`src/rtl/opc_decode_pipe_if.sv`:
```
// Fetch-to-decode bundle: instruction/control inputs, registered decode fields
// and the diagnostic counters.
interface opc_decode_pipe_if #(
  parameter int CNT_W = 16
);
  logic             in_valid;
  logic [31:0]      inst;
  logic             stall;
  logic             flush;
  logic             cnt_clr;
  logic             out_valid;
  logic             rt;
  logic             addi;
  logic             andi;
  logic             ori;
  logic             slti;
  logic             lw;
  logic             sw;
  logic             j;
  logic             jal;
  logic             beq;
  logic             bne;
  logic             nop;
  logic             illegal;
  logic [2:0]       alu_op;
  logic [CNT_W-1:0] cnt_inst;
  logic [CNT_W-1:0] cnt_nop;
  logic [CNT_W-1:0] cnt_illegal;

  modport master (
    output in_valid, inst, stall, flush, cnt_clr,
    input  out_valid, rt, addi, andi, ori, slti, lw, sw, j, jal, beq, bne,
           nop, illegal, alu_op, cnt_inst, cnt_nop, cnt_illegal
  );

  modport slave (
    input  in_valid, inst, stall, flush, cnt_clr,
    output out_valid, rt, addi, andi, ori, slti, lw, sw, j, jal, beq, bne,
           nop, illegal, alu_op, cnt_inst, cnt_nop, cnt_illegal
  );
endinterface

```
`src/rtl/opc_decode_pipe.sv`:
```
// Registered MIPS opcode decoder with IF/ID-style stall/flush/valid handling
// and saturating decode/nop/illegal counters.
module opc_decode_pipe #(
  parameter int CNT_W  = 16,
  parameter bit JAL_EN = 1'b1
) (
  input logic              clk,
  input logic              rst,
  opc_decode_pipe_if.slave bus
);

  function automatic logic [CNT_W-1:0] sat_inc(input logic [CNT_W-1:0] c);
    return (&c) ? c : c + 1'b1;
  endfunction

  logic [5:0]  op_p0;
  logic [5:0]  fn_p0;
  logic [10:0] cls_p0;
  logic        nop_p0;
  logic        ill_p0;
  logic [2:0]  alu_p0;

  assign op_p0 = bus.inst[31:26];
  assign fn_p0 = bus.inst[5:0];

  // Stage p0: combinational decode; cls bits are {rt..bne} in port order
  always_comb begin
    cls_p0 = '0;
    nop_p0 = 1'b0;
    ill_p0 = 1'b0;
    alu_p0 = 3'b000;
    if (bus.inst == 32'd0) begin
      nop_p0 = 1'b1;
    end else begin
      unique case (op_p0)
        6'h00: begin
          cls_p0[10] = 1'b1;
          unique case (fn_p0)
            6'h20:   alu_p0 = 3'b000;
            6'h22:   alu_p0 = 3'b001;
            6'h24:   alu_p0 = 3'b010;
            6'h25:   alu_p0 = 3'b011;
            6'h2A:   alu_p0 = 3'b100;
            default: ill_p0 = 1'b1;
          endcase
        end
        6'h08: cls_p0[9] = 1'b1;
        6'h0C: begin cls_p0[8] = 1'b1; alu_p0 = 3'b010; end
        6'h0D: begin cls_p0[7] = 1'b1; alu_p0 = 3'b011; end
        6'h0A: begin cls_p0[6] = 1'b1; alu_p0 = 3'b100; end
        6'h23: cls_p0[5] = 1'b1;
        6'h2B: cls_p0[4] = 1'b1;
        6'h02: cls_p0[3] = 1'b1;
        6'h03: begin
          if (JAL_EN) cls_p0[2] = 1'b1;
          else        ill_p0    = 1'b1;
        end
        6'h04: begin cls_p0[1] = 1'b1; alu_p0 = 3'b001; end
        6'h05: begin cls_p0[0] = 1'b1; alu_p0 = 3'b001; end
        default: ill_p0 = 1'b1;
      endcase
    end
  end

  logic             vld_p1;
  logic [10:0]      cls_p1;
  logic             nop_p1;
  logic             ill_p1;
  logic [2:0]       alu_p1;
  logic [CNT_W-1:0] cnt_inst_p1;
  logic [CNT_W-1:0] cnt_nop_p1;
  logic [CNT_W-1:0] cnt_ill_p1;
  logic             accept_p0;

  assign accept_p0 = bus.in_valid && !bus.stall && !bus.flush;

  // Stage p1: output register; a non-valid slot loads an all-zero bubble
  always_ff @(posedge clk) begin
    if (rst || bus.flush) begin
      vld_p1 <= 1'b0;
      cls_p1 <= '0;
      nop_p1 <= 1'b0;
      ill_p1 <= 1'b0;
      alu_p1 <= 3'b000;
    end else if (!bus.stall) begin
      vld_p1 <= bus.in_valid;
      cls_p1 <= bus.in_valid ? cls_p0 : 11'd0;
      nop_p1 <= bus.in_valid & nop_p0;
      ill_p1 <= bus.in_valid & ill_p0;
      alu_p1 <= bus.in_valid ? alu_p0 : 3'b000;
    end
  end

  // Clear wins over a same-cycle increment
  always_ff @(posedge clk) begin
    if (rst || bus.cnt_clr) begin
      cnt_inst_p1 <= '0;
      cnt_nop_p1  <= '0;
      cnt_ill_p1  <= '0;
    end else if (accept_p0) begin
      cnt_inst_p1 <= sat_inc(cnt_inst_p1);
      if (nop_p0) cnt_nop_p1 <= sat_inc(cnt_nop_p1);
      if (ill_p0) cnt_ill_p1 <= sat_inc(cnt_ill_p1);
    end
  end

  assign bus.out_valid   = vld_p1;
  assign bus.rt          = cls_p1[10];
  assign bus.addi        = cls_p1[9];
  assign bus.andi        = cls_p1[8];
  assign bus.ori         = cls_p1[7];
  assign bus.slti        = cls_p1[6];
  assign bus.lw          = cls_p1[5];
  assign bus.sw          = cls_p1[4];
  assign bus.j           = cls_p1[3];
  assign bus.jal         = cls_p1[2];
  assign bus.beq         = cls_p1[1];
  assign bus.bne         = cls_p1[0];
  assign bus.nop         = nop_p1;
  assign bus.illegal     = ill_p1;
  assign bus.alu_op      = alu_p1;
  assign bus.cnt_inst    = cnt_inst_p1;
  assign bus.cnt_nop     = cnt_nop_p1;
  assign bus.cnt_illegal = cnt_ill_p1;

endmodule

```
`src/flat_wrapper.sv`:
```
// flat-port wrapper written by rule: the top's interface ports become plain ports
module opc_decode_pipe_flat 
#(
  parameter int CNT_W  = 16,
  parameter bit JAL_EN = 1'b1
)
  (clk, rst, bus_in_valid, bus_inst, bus_stall, bus_flush, bus_cnt_clr, bus_out_valid, bus_rt, bus_addi, bus_andi, bus_ori, bus_slti, bus_lw, bus_sw, bus_j, bus_jal, bus_beq, bus_bne, bus_nop, bus_illegal, bus_alu_op, bus_cnt_inst, bus_cnt_nop, bus_cnt_illegal);
  opc_decode_pipe_if #(.CNT_W(CNT_W)) bus_i ();
  input logic clk;
  input logic rst;
  input wire logic [$bits(bus_i.in_valid)-1:0] bus_in_valid;
  input wire logic [$bits(bus_i.inst)-1:0] bus_inst;
  input wire logic [$bits(bus_i.stall)-1:0] bus_stall;
  input wire logic [$bits(bus_i.flush)-1:0] bus_flush;
  input wire logic [$bits(bus_i.cnt_clr)-1:0] bus_cnt_clr;
  output wire logic [$bits(bus_i.out_valid)-1:0] bus_out_valid;
  output wire logic [$bits(bus_i.rt)-1:0] bus_rt;
  output wire logic [$bits(bus_i.addi)-1:0] bus_addi;
  output wire logic [$bits(bus_i.andi)-1:0] bus_andi;
  output wire logic [$bits(bus_i.ori)-1:0] bus_ori;
  output wire logic [$bits(bus_i.slti)-1:0] bus_slti;
  output wire logic [$bits(bus_i.lw)-1:0] bus_lw;
  output wire logic [$bits(bus_i.sw)-1:0] bus_sw;
  output wire logic [$bits(bus_i.j)-1:0] bus_j;
  output wire logic [$bits(bus_i.jal)-1:0] bus_jal;
  output wire logic [$bits(bus_i.beq)-1:0] bus_beq;
  output wire logic [$bits(bus_i.bne)-1:0] bus_bne;
  output wire logic [$bits(bus_i.nop)-1:0] bus_nop;
  output wire logic [$bits(bus_i.illegal)-1:0] bus_illegal;
  output wire logic [$bits(bus_i.alu_op)-1:0] bus_alu_op;
  output wire logic [$bits(bus_i.cnt_inst)-1:0] bus_cnt_inst;
  output wire logic [$bits(bus_i.cnt_nop)-1:0] bus_cnt_nop;
  output wire logic [$bits(bus_i.cnt_illegal)-1:0] bus_cnt_illegal;
  assign bus_i.in_valid = bus_in_valid;
  assign bus_i.inst = bus_inst;
  assign bus_i.stall = bus_stall;
  assign bus_i.flush = bus_flush;
  assign bus_i.cnt_clr = bus_cnt_clr;
  assign bus_out_valid = bus_i.out_valid;
  assign bus_rt = bus_i.rt;
  assign bus_addi = bus_i.addi;
  assign bus_andi = bus_i.andi;
  assign bus_ori = bus_i.ori;
  assign bus_slti = bus_i.slti;
  assign bus_lw = bus_i.lw;
  assign bus_sw = bus_i.sw;
  assign bus_j = bus_i.j;
  assign bus_jal = bus_i.jal;
  assign bus_beq = bus_i.beq;
  assign bus_bne = bus_i.bne;
  assign bus_nop = bus_i.nop;
  assign bus_illegal = bus_i.illegal;
  assign bus_alu_op = bus_i.alu_op;
  assign bus_cnt_inst = bus_i.cnt_inst;
  assign bus_cnt_nop = bus_i.cnt_nop;
  assign bus_cnt_illegal = bus_i.cnt_illegal;
  opc_decode_pipe #(.CNT_W(CNT_W), .JAL_EN(JAL_EN)) u_core (.clk(clk), .rst(rst), .bus(bus_i));
endmodule
```
`config.mk`:
```
export PLATFORM = sky130hd
export DESIGN_NAME = opc_decode_pipe_flat
export DESIGN_NICKNAME = d
export VERILOG_FILES = /design/src/rtl/opc_decode_pipe_if.sv /design/src/rtl/opc_decode_pipe.sv /design/src/flat_wrapper.sv
export SDC_FILE = /design/constraint.sdc
export NUM_CORES = 1
export LEC_CHECK = 0
export ABC_AREA = 1
export CAP_MARGIN = 15
export CORE_MARGIN = 5
export CORE_UTILIZATION = 45
export DETAILED_ROUTE_END_ITERATION = 8
export PLACE_DENSITY_LB_ADDON = 0.3
export SETUP_SLACK_MARGIN = 0.2
export SKIP_LAST_GASP = 1
export SYNTH_ARGS = -nofsm -noshare
export SYNTH_HDL_FRONTEND = slang
export SYNTH_SLANG_ARGS = --single-unit
```
`constraint.sdc`:
```
create_clock -name clk -period 4.4 [get_ports clk]
set_clock_uncertainty 0.05 [all_clocks]
set_input_delay 0.88 -clock clk [delete_from_list [all_inputs] [get_ports clk]]
set_output_delay 0.88 -clock clk [all_outputs]
set_load 0.01 [all_outputs]
```
* Yosys cells after proc, flatten, opt, wreduce, memory -nomap -nowiden
Index checks and enable logic that the tools add are counted.
W data, S select, Z words.
** Operators by class
- Bitwise gates (word level) :: 5
- Equality and inequality tests :: 15
- Multiplexer cells :: 21
- Reductions and logical operators :: 17
- $add $sub $neg :: 3
** Operator list (count)
- $add A16 B1 Y16 const B :: 3
- $reduce_and A16 Y1 :: 3
- $eq A6 B6 Y1 const B :: 7
- $logic_not A32 Y1 :: 1
- $eq A6 B4 Y1 const B :: 4
- $mux W11 :: 2
- $pmux W3 S5 :: 1
- $mux W1 :: 14
- $eq A6 B2 Y1 const B :: 2
- $eq A6 B3 Y1 const B :: 2
- $pmux W3 S4 :: 1
- $reduce_or A10 Y1 :: 1
- $logic_not A6 Y1 :: 1
- $mux W3 :: 2
- $reduce_and A3 Y1 :: 2
- $reduce_or A5 Y1 :: 1
- $not A1 Y1 :: 3
- $and A1 B1 Y1 :: 2
- $logic_and A1 B1 Y1 :: 2
- $logic_not A1 Y1 :: 2
- $logic_or A1 B1 Y1 :: 2
- $pmux W1 S2 :: 1
- $reduce_and A2 Y1 :: 1
- $reduce_or A2 Y1 :: 1
** Storage, ports and cells
- Word-level logic and storage cells :: 69
- Bits in registers :: 65
- Output and inout bits :: 65
- Input bits :: 38

* Logic depth before layout (Yosys ltp)
Gate-level depths: netlist (run 1).
- Word-level depth :: 6
- Mapped depth :: 12
- Gate-level depth less buffers :: 11

* Worst setup path before layout (run 1)
No wires, ideal clock.
- Path type :: input port to flip-flop
- Start point :: input bus_stall
- End point :: register u_core.cnt_nop_p1[11] (netlist: u_core.bus.cnt_nop[11])
- Arrival :: 1875 ps
- Required time :: 4214 ps
- Setup time :: 136 ps
- Stages :: 10
- Path slack :: 2338 ps
- Path through :: buf_2 inv_2 nand2_2 nor2_4 inv_2 nor2_1 nand2_4 buf_4 nand2_1 a21oi_2
** On the way
- Cells in the longest elaborated chain, start to end :: 4
** RTL lines
- from (decl) :: RTL line flat_wrapper.sv:13 : input wire logic [$bits(bus_i.stall)-1:0] bus_stall;
- $logic_not A1 Y1 :: RTL line opc_decode_pipe.sv:75 : assign accept_p0 = bus.in_valid && !bus.stall && !bus.flush;
- $logic_and A1 B1 Y1 (2 in a row) :: RTL line opc_decode_pipe.sv:75
- $reduce_and A3 Y1 (no line)
- to (signal assigned) :: RTL line opc_decode_pipe.sv:102 : if (nop_p0) cnt_nop_p1 <= sat_inc(cnt_nop_p1);
- to (decl) :: RTL line opc_decode_pipe.sv:71 : logic [CNT_W-1:0] cnt_nop_p1;
No other way between the ends.
A chain may end at the register's enable or synchronous reset.

* Final worst setup path (run 1)
- Start point :: input bus_stall
- End point :: register u_core.cnt_inst_p1[15] (netlist: u_core.bus.cnt_inst[15])
** On the way
- Cells in the longest elaborated chain, start to end :: 4
** RTL lines
- $logic_not A1 Y1 :: RTL line opc_decode_pipe.sv:75
- $logic_and A1 B1 Y1 (2 in a row) :: RTL line opc_decode_pipe.sv:75
- $reduce_and A2 Y1 (no line)
- to (signal assigned) :: RTL line opc_decode_pipe.sv:101 : cnt_inst_p1 <= sat_inc(cnt_inst_p1);
- to (decl) :: RTL line opc_decode_pipe.sv:70 : logic [CNT_W-1:0] cnt_inst_p1;
No other way between the ends.

==> results.cfg, run 1 <==
[timing]
period_needed_ps = 2859
slew_violations = 0
max_slew_margin_pct = 41.32
finalSetupViolations = 0
rsz0062_at_grt = no
fin_tns_setup_ps = 0
finalHoldViolCount = 0
fmax_mhz = 349.7
tightest_slew_ps = 879.3
post-route-period-util_pct = 64.99

[routing]
wl_um = 9805
drtPass1Iterations = 4
initialDrtViolationCount = 121
vias_per_cell = 4.968
num_vias = 3974
ant_nets = 0
wl_per_cell_um = 12.26
drcViolationCount = 0

[die]
ios = 103
start_util_pct = 46.44
dieArea_mm2 = 0.01047
core_area_mm2 = 0.008258
row_count = 33
fp.dieH_um = 102.3
die_w_um = 102.3

[setup_path]
r2r-end = u_core.bus.cnt_illegal[13]
required_ps = 4530
slowest_delay_ps = 890
crit_end = u_core.bus.cnt_inst[15]
reg2reg_from = u_core.bus.cnt_illegal[0]
critical_path_class = in2reg
critPathSlowestCell = clkdlybuf4s50_1
cp-startpoint = bus_stall
reg2reg_setup_slack_ps = 2240
critical_path.startpoint_type = primary input
crit_arrival_ps = 2990
crit_fanout = 18
path_cells = clkdlybuf4s50_1 -> inv_2 -> nand2_2 -> nor2_4 -> nand2_1 -> inv_1 -> nand2_1 -> a21oi_1
reg2reg_depth = 10
crit_path_end_kind = flop
crit_path_frequent_cell = nand2_1

[yosys]
ys_seq_area_share_pct = 33.93
synth_nets = 635
ys.flop_type = dfxtp_1
avgSynthCellArea_um2 = 6.456
synth_warnings = 0
synth_edf_count = 0
syn_inst = 594
yosysUniqueCellTypes = 32
ys_seq_elements = 65
syn_area_mm2 = 0.003835
ys_async_sr_fraction_pct = 0

[global_route]
grt_max_degree = 26
grt_usage_pct = 19.52
grt_pass1_wl_um = 16570
grt_overflow = 0
grt_pass1_vias = 3681
antenna_found_initial = 0

[cells_and_area]
multi_input_area_mm2 = 0.002152
fin_util_pct = 61.61
fillCellCount = 781
fin_cells = 800
nets = 732
diodes = 0
areaGrowthSynthToFinish_pct = 32.66
ff_latch_area_mm2 = 0.001301
design_area_mm2 = 0.005087
drive_gt1_share_pct = 6.763

[clock_network]
clock_latency_ps = 340
cts_max_path_buffers = 2
clk_transition_reported_paths_ps = 70
post_cts_buffers = 0
postCtsHoldBufs = 0
numCtsBuffers = 9
htree_levels = 3
cts_num_sinks = 65
root_buffer = clkbuf_8
cts_tree = built
post_cts_resized = 0

[power_and_ir_drop]
total_power_mw = 1.211
ir_drop_mv = 0.1697
leakagePower_nw = 1.788
powerDensity_mw_per_mm2 = 238.0

[place]
dp_hpwl_um = 7357
gp_congestion = 0.8509
postPlaceCellArea_mm2 = 0.004892
post-place-cells = 785
port_buffers = 102

[worst_hold_path]
whs_path_depth = 2
hold_path_class = reg2reg

[job]
cap_viol_max_count = 0

[outcome]
status = complete, no violations
==> layout make-up <==
| cell class | instances | area share [%] |
|---|---|---|
| multi-input cells | 439 | 42.30 |
| flip-flops and latches | 65 | 25.58 |
| repair buffers | 103 | 20.22 |
| inverters | 73 | 5.485 |
| clock buffers | 12 | 3.050 |
| well taps | 105 | 2.582 |
| clock inverters | 3 | 0.7870 |
==> synth_stat cells (2+ instances only) <==
| master | instances | area share [%] |
|---|---|---|
| buf_4 | 3 | 0.59 |
| ha_1 | 3 | 0.98 |
| xnor2_1 | 5 | 1.1 |
| a21oi_1 | 34 | 4.4 |
| nor3_1 | 15 | 2.0 |
| o21ai_0 | 6 | 0.78 |
| nand3b_1 | 6 | 1.2 |
| nor2_1 | 96 | 9.4 |
| nand2_1 | 152 | 15 |
| nor2_4 | 5 | 1.5 |
| buf_2 | 7 | 0.91 |
| inv_2 | 2 | 0.20 |
| nand3_1 | 44 | 5.7 |
| nor3b_1 | 2 | 0.39 |
| nor2_2 | 3 | 0.49 |
| nand2_2 | 9 | 1.5 |
| clkbuf_1 | 5 | 0.49 |
| inv_1 | 70 | 6.9 |
| dfxtp_1 | 65 | 34 |
| xor2_1 | 20 | 4.6 |
| a21oi_2 | 8 | 1.8 |
| nand4_1 | 24 | 3.9 |
==> registers in the layout, summed over array words and instances (netlist names) <==
name	flops
u_core.bus.cnt_nop	16
u_core.bus.cnt_illegal	16
u_core.cls_p1	11
u_core.bus.illegal	1
u_core.bus.out_valid	1
u_core.bus.nop	1
u_core.bus.alu_op	3
u_core.bus.cnt_inst	16
==> layout by cell type, fill, tap and decap left out, types with 11 or more instances in the layout <==
cell type,synthesis,final
nand3_1,44,44
a21oi_1,34,34
clkdlybuf4s50_1,0,102
xor2_1,20,20
nand2_1,152,152
nor3_1,15,15
clkbuf_8,0,11
nor2_1,96,96
nand4_1,24,24
dfxtp_1,65,65
inv_1,70,70
==> worst max-delay path: cells and delay by family <==
kind                   cells  cell delay [ps]
AND/OR/NAND/NOR            4              740
AO/OA/AOI/OAI              1               60
buffers and inverters      3             1300
==> report_power, final <==
part / total, mW / switching (mW) / internal, mW
combinational: 0.0993 / 0.0532 / 0.0461
sequential: 0.593 / 0.00242 / 0.590
clock: 0.519 / 0.231 / 0.288
==> worst min path at each step <==
stage	endpoint	from	slack (ps)
final	u_core.bus.illegal	u_core.bus.illegal	420
after CTS	u_core.bus.illegal	u_core.bus.illegal	420
after detailed placement	u_core.bus.illegal	u_core.bus.illegal	410
after global placement	u_core.cls_p1[0]	u_core.cls_p1[0]	400
after global routing	u_core.cls_p1[5]	u_core.cls_p1[5]	430
after floorplan	u_core.cls_p1[0]	u_core.cls_p1[0]	430
==> stage by stage <==
stage / setup WS [ps] / hold slack [ps]
6_report: 1541 / 417.1
5_1_grt: 1334 / 431.6
4_1_cts: 1586 / 417.0
3_5_place_dp: 1245 / 406.4
3_3_place_gp: 1339 / 398.3
2_1_floorplan: 2338 / 430.5
==> logic make-up after synthesis <==
group | count (synthesis) | synth area share (%)
fa+ha+maj | 3 | 0.9789
compound gates | 51 | 7.569
xor+xnor | 25 | 5.710
simple gates | 360 | 41.86
buf+inv | 90 | 9.951
flops | 65 | 33.93
==> per-layer routing <==
layer / vias up / wire length, um / track usage (%)
li1: 2084 / - / -
met5: - / 0 / 0
met1: 1764 / 4463 / 24.72
met2: 113 / 4753 / 33.63
met4: 0 / 120 / 5.449
met3: 13 / 468 / 4.027
Note: power is estimated with default switching activity, not from simulation.
==> run 2: changes to the inputs <==
Clock period 4.4 ns to 2.79 ns, I/O delays scaled along.
==> run 2 against run 1 <==
  * Sequential share of layout area fell by 0.17 points
  * Clock power rose by 48%
  * Wire length rose by 3.8%
==> results.cfg, run 2 (synthesis gave the netlist of run 1 again) <==
[die]
dieArea_mm2 = 0.01047
ios = 103
fp.dieH_um = 102.3
die_w_um = 102.3
row_count = 33
start_util_pct = 46.44
core_area_mm2 = 0.008258

[clock_network]
post_cts_buffers = 0
cts_max_path_buffers = 2
cts_num_sinks = 65
cts_tree = built
post_cts_resized = 0
htree_levels = 3
clk_transition_reported_paths_ps = 70
root_buffer = clkbuf_8
numCtsBuffers = 9
postCtsHoldBufs = 0
clock_latency_ps = 340

[timing]
max_slew_margin_pct = 42.31
fmax_mhz = 438.9
rsz0062_at_grt = no
tightest_slew_ps = 864.4
fin_tns_setup_ps = 0
period_needed_ps = 2279
finalHoldViolCount = 0
slew_violations = 0
finalSetupViolations = 0
post-route-period-util_pct = 81.67

[place]
dp_hpwl_um = 7782
port_buffers = 102
gp_congestion = 0.8897
post-place-cells = 790

[global_route]
grt_usage_pct = 20.19
grt_max_degree = 25
grt_pass1_wl_um = 17340
grt_pass1_vias = 3886
grt_overflow = 0
antenna_found_initial = 0

[worst_hold_path]
min_from = u_core.bus.out_valid
hold_path_class = reg2reg
whs_path_depth = 2
whs_endpoint = u_core.bus.out_valid

[power_and_ir_drop]
ir_drop_mv = 0.2644
powerDensity_mw_per_mm2 = 364.4
leakagePower_nw = 1.810

[outcome]
status = complete, no violations

[setup_path]
slowest_delay_ps = 620
critical_path.startpoint_type = flop
crit_path_end_kind = flop
cp-startpoint = u_core.bus.cnt_illegal[0]
reg2reg_setup_slack_ps = 510
crit_path_frequent_cell = nand2_1
reg2reg_depth = 10
r2r-end = u_core.bus.cnt_illegal[13]
reg2reg_from = u_core.bus.cnt_illegal[0]
crit_fanout = 11
critPathSlowestCell = o21ai_1
critical_path_class = reg2reg
path_cells = ha_1 -> nand2_1 -> nor2_1 -> nand2_1 -> o21ai_1 -> inv_1 -> nand3_2 -> nand2_1 -> nand2_1 -> nor2_1
required_ps = 2980
crit_arrival_ps = 2470

[routing]
wl_per_cell_um = 12.63
drcViolationCount = 0
vias_per_cell = 5.088
initialDrtViolationCount = 132
num_vias = 4101
ant_nets = 0
drtPass1Iterations = 5
wl_um = 10180

[cells_and_area]
mostFrequentLayoutCells = nand2_1, clkdlybuf4s50_1, nor2_1
diodes = 0
nets = 737
final_common_cell = nand2_1
drive_gt1_share_pct = 7.561
fin_cells = 806
areaGrowthSynthToFinish_pct = 33.57

[job]
cap_viol_max_count = 0
run 2: final cells by class:
type	count	area, um^2
Clock inverter	2	10.01
Inverter	73	279.0
Multi-Input combinational cell	439	2152
Clock buffer	14	182.7
Sequential cell	65	1301
Fill cell	786	3136
Timing Repair Buffer	108	1066
Tap cell	105	131.4
run 2: power breakdown:
part / total, mW / switching [mW] / internal (mW) / leakage, nW
registers: 0.935 / 0.00396 / 0.931 / 0.524
logic: 0.163 / 0.0862 / 0.0769 / 1.18
clock network: 0.768 / 0.351 / 0.418 / 0.102
run 2: worst max path at each step:
stage,endpoint,depth (start not counted)
2_1_floorplan,u_core.bus.cnt_nop[11],10
3_3_place_gp,u_core.bus.cnt_illegal[10],12
3_5_place_dp,u_core.cls_p1[1],9
4_1_cts,u_core.bus.cnt_illegal[13],10
5_1_grt,u_core.bus.cnt_illegal[13],10
6_report,u_core.bus.cnt_illegal[13],10
run 2: metal layers:
layer	global-route usage (%)	vias up	wire, um
met4	7.669	0	144
met1	25.27	1860	4387
met3	3.481	15	622
li1	-	2089	-
met5	0	-	0
met2	34.63	137	5026
run 2: critical path, delay by kind of cell (launching register included):
kind            cells  cell delay, ps
compound gates      1             620
fa+ha+maj           1             200
flops               1             430
buf+inv             1             170
simple gates        7             710
run 2: per-stage QoR:
step / utilization [%] / power (mW) / instance area [um^2] / setup slack [ps] / hold slack, ps
3_5_place_dp: 59.70 / 1.118 / 4930 / 248.6 / 405.2
3_3_place_gp: 59.70 / 1.116 / 4930 / 300.7 / 403.1
4_1_cts: 62.03 / 1.885 / 5122 / 547.2 / 414.7
2_1_floorplan: - / 1.033 / 3835 / 1050 / 430.5
6_report: 62.03 / 1.866 / 5122 / 511.4 / 415.7
5_1_grt: 62.03 / 1.935 / 5122 / 350.9 / 443.8
==> run 3: changes to the inputs <==
Settings changed: CORE_UTILIZATION 45 to 44.
Clock period 2.79 ns to 1.82 ns, I/O delays scaled along.
==> run 3 against run 2 <==
  * Final area is 17% higher
  * Maximum frequency up 42%
  * Cell count up 8.6%
  * Largest cell class unchanged
==> results.cfg, run 3 (synthesis gave the netlist of run 1 again) <==
[cells_and_area]
areaGrowthSynthToFinish_pct = 56.51
drive_gt1_share_pct = 28.29
diodes = 0
fin_util_pct = 69.85
final_common_cell = nand2_1
mostFrequentLayoutCells = nand2_1, nor2_1, dlygate4sd2_1
nets = 803

[timing]
slew_violations = 0
rsz0062_at_grt = yes
fmax_mhz = 621.2
holdWs_ps = 364.3
max_slew_margin_pct = 78.11
finalSetupViolations = 0
finalHoldViolCount = 0
post-route-period-util_pct = 88.45
tightest_slew_ps = 328.4
period_needed_ps = 1610

[die]
die_w_um = 103.4
dieArea_mm2 = 0.01068
fp.dieH_um = 103.4
ios = 103
row_count = 34
core_area_mm2 = 0.008593
start_util_pct = 44.63

[global_route]
top_usage_layer = met2
met3_usage_pct = 3.823
antenna_found_initial = 0
grt_usage_pct = 20.70
gr-usage-met2_pct = 35.88
grt_pass1_vias = 4035
globalRouteMet1Util_pct = 25.50
grt_pass1_wl_um = 17840
grt_max_degree = 19
grt_overflow = 0

[setup_path]
crit_path_frequent_cell = nand2_1
r2r-end = u_core.bus.cnt_nop[3]
reg2reg_depth = 9
crit_fanout = 8
cp-startpoint = u_core.bus.cnt_nop[11]
reg2reg_setup_slack_ps = 210
critical_path.startpoint_type = flop
path_cells = nand2_1 -> nor3_2 -> nand2_1 -> nor2_2 -> nor2_4 -> nand2_8 -> buf_8 -> nand2_1 -> a21oi_2
critical_path_class = reg2reg
crit_arrival_ps = 1830
required_ps = 2040
slowest_delay_ps = 370
critPathSlowestCell = dfxtp_4
reg2reg_from = u_core.bus.cnt_nop[11]
crit_path_end_kind = flop

[clock_network]
cts_num_sinks = 65
cts_max_path_buffers = 2
postCtsHoldBufs = 0
cts_tree = built
root_buffer = clkbuf_8
clock_latency_ps = 340
htree_levels = 3
clk_transition_reported_paths_ps = 70
numCtsBuffers = 9

[place]
dp_hpwl_um = 8116
port_buffers = 102
gp_congestion = 0.9593

[routing]
drcViolationCount = 0
initialDrtViolationCount = 122
num_vias = 4493
vias_per_cell = 5.135
ant_nets = 0
wl_um = 12130
drtPass1Iterations = 7
wl_per_cell_um = 13.86

[worst_hold_path]
whs_endpoint = u_core.cls_p1[9]
min_from = bus_inst[26]
whs_path_depth = 4
hold_path_class = in2reg

[power_and_ir_drop]
leakagePower_nw = 2.706
powerDensity_mw_per_mm2 = 464.2
ir_drop_mv = 0.3133

[outcome]
status = complete, no violations

[job]
cap_viol_max_count = 0
## run 3: area by class of cell
class / count / area, um^2
well taps: 108 / 135.1
repair inverters: 1 / 11.26
fillers: 706 / 2591
clock buffers: 12 / 135.1
repair buffers: 171 / 1584
clock inverters: 4 / 20.02
inverters: 73 / 286.5
flip-flops and latches: 65 / 1359
multi-input cells: 441 / 2471
## run 3: per-layer routing
layer / vias to the layer above / part of all wire (%)
li1: 2229 / -
met1: 2056 / 41
met2: 188 / 51
met3: 20 / 6.2
met4: 0 / 1.5
met5: - / 0
## run 3: per-stage QoR
| stage | std cells | power (mW) | TNS, ps | setup slack (ps) | instance area [um^2] |
|---|---|---|---|---|---|
| floorplan | 594 | 1.585 | 0 | 224.2 | 3846 |
| CTS | 860 | 2.789 | 0 | 176.8 | 5559 |
| global route | 875 | 2.912 | 0 | 76.62 | 6002 |
| detailed placement | 834 | 1.765 | -14590 | -437.8 | 5273 |
| global placement | 834 | 1.759 | -13380 | -397.7 | 5273 |
| finish | 875 | 2.786 | 0 | 210.2 | 6002 |
## run 3: critical path: cells and delay by family, from the launching register on
family / cells / cell delay (ps)
and+or+nand+nor: 7 / 820
DFF: 1 / 370
buffers and inverters: 1 / 150
AOI/OAI and AO/OA: 1 / 130
## run 3: worst max-delay path by stage
stage                              to
4_1_cts              u_core.cls_p1[9]
6_report        u_core.bus.cnt_nop[3]
2_1_floorplan  u_core.bus.cnt_inst[0]
3_3_place_gp         u_core.cls_p1[6]
3_5_place_dp         u_core.cls_p1[9]
5_1_grt         u_core.bus.cnt_nop[3]
## run 3: power breakdown
| group | switching, mW | leakage [nW] | internal (mW) | total (mW) |
|---|---|---|---|---|
| registers | 0.00600 | 0.543 | 1.42 | 1.42 |
| logic | 0.170 | 2.08 | 0.156 | 0.326 |
| clock network | 0.549 | 0.0839 | 0.487 | 1.04 |
| total | 0.725 | 2.71 | 2.06 | 2.79 |
## run 3: what timing repair did
action	CTS	global route
endpoints found under the setup margin	113	61
buffers inserted	9	12
resized for setup	126	116
gates cloned	1	3
pin swaps	24	41
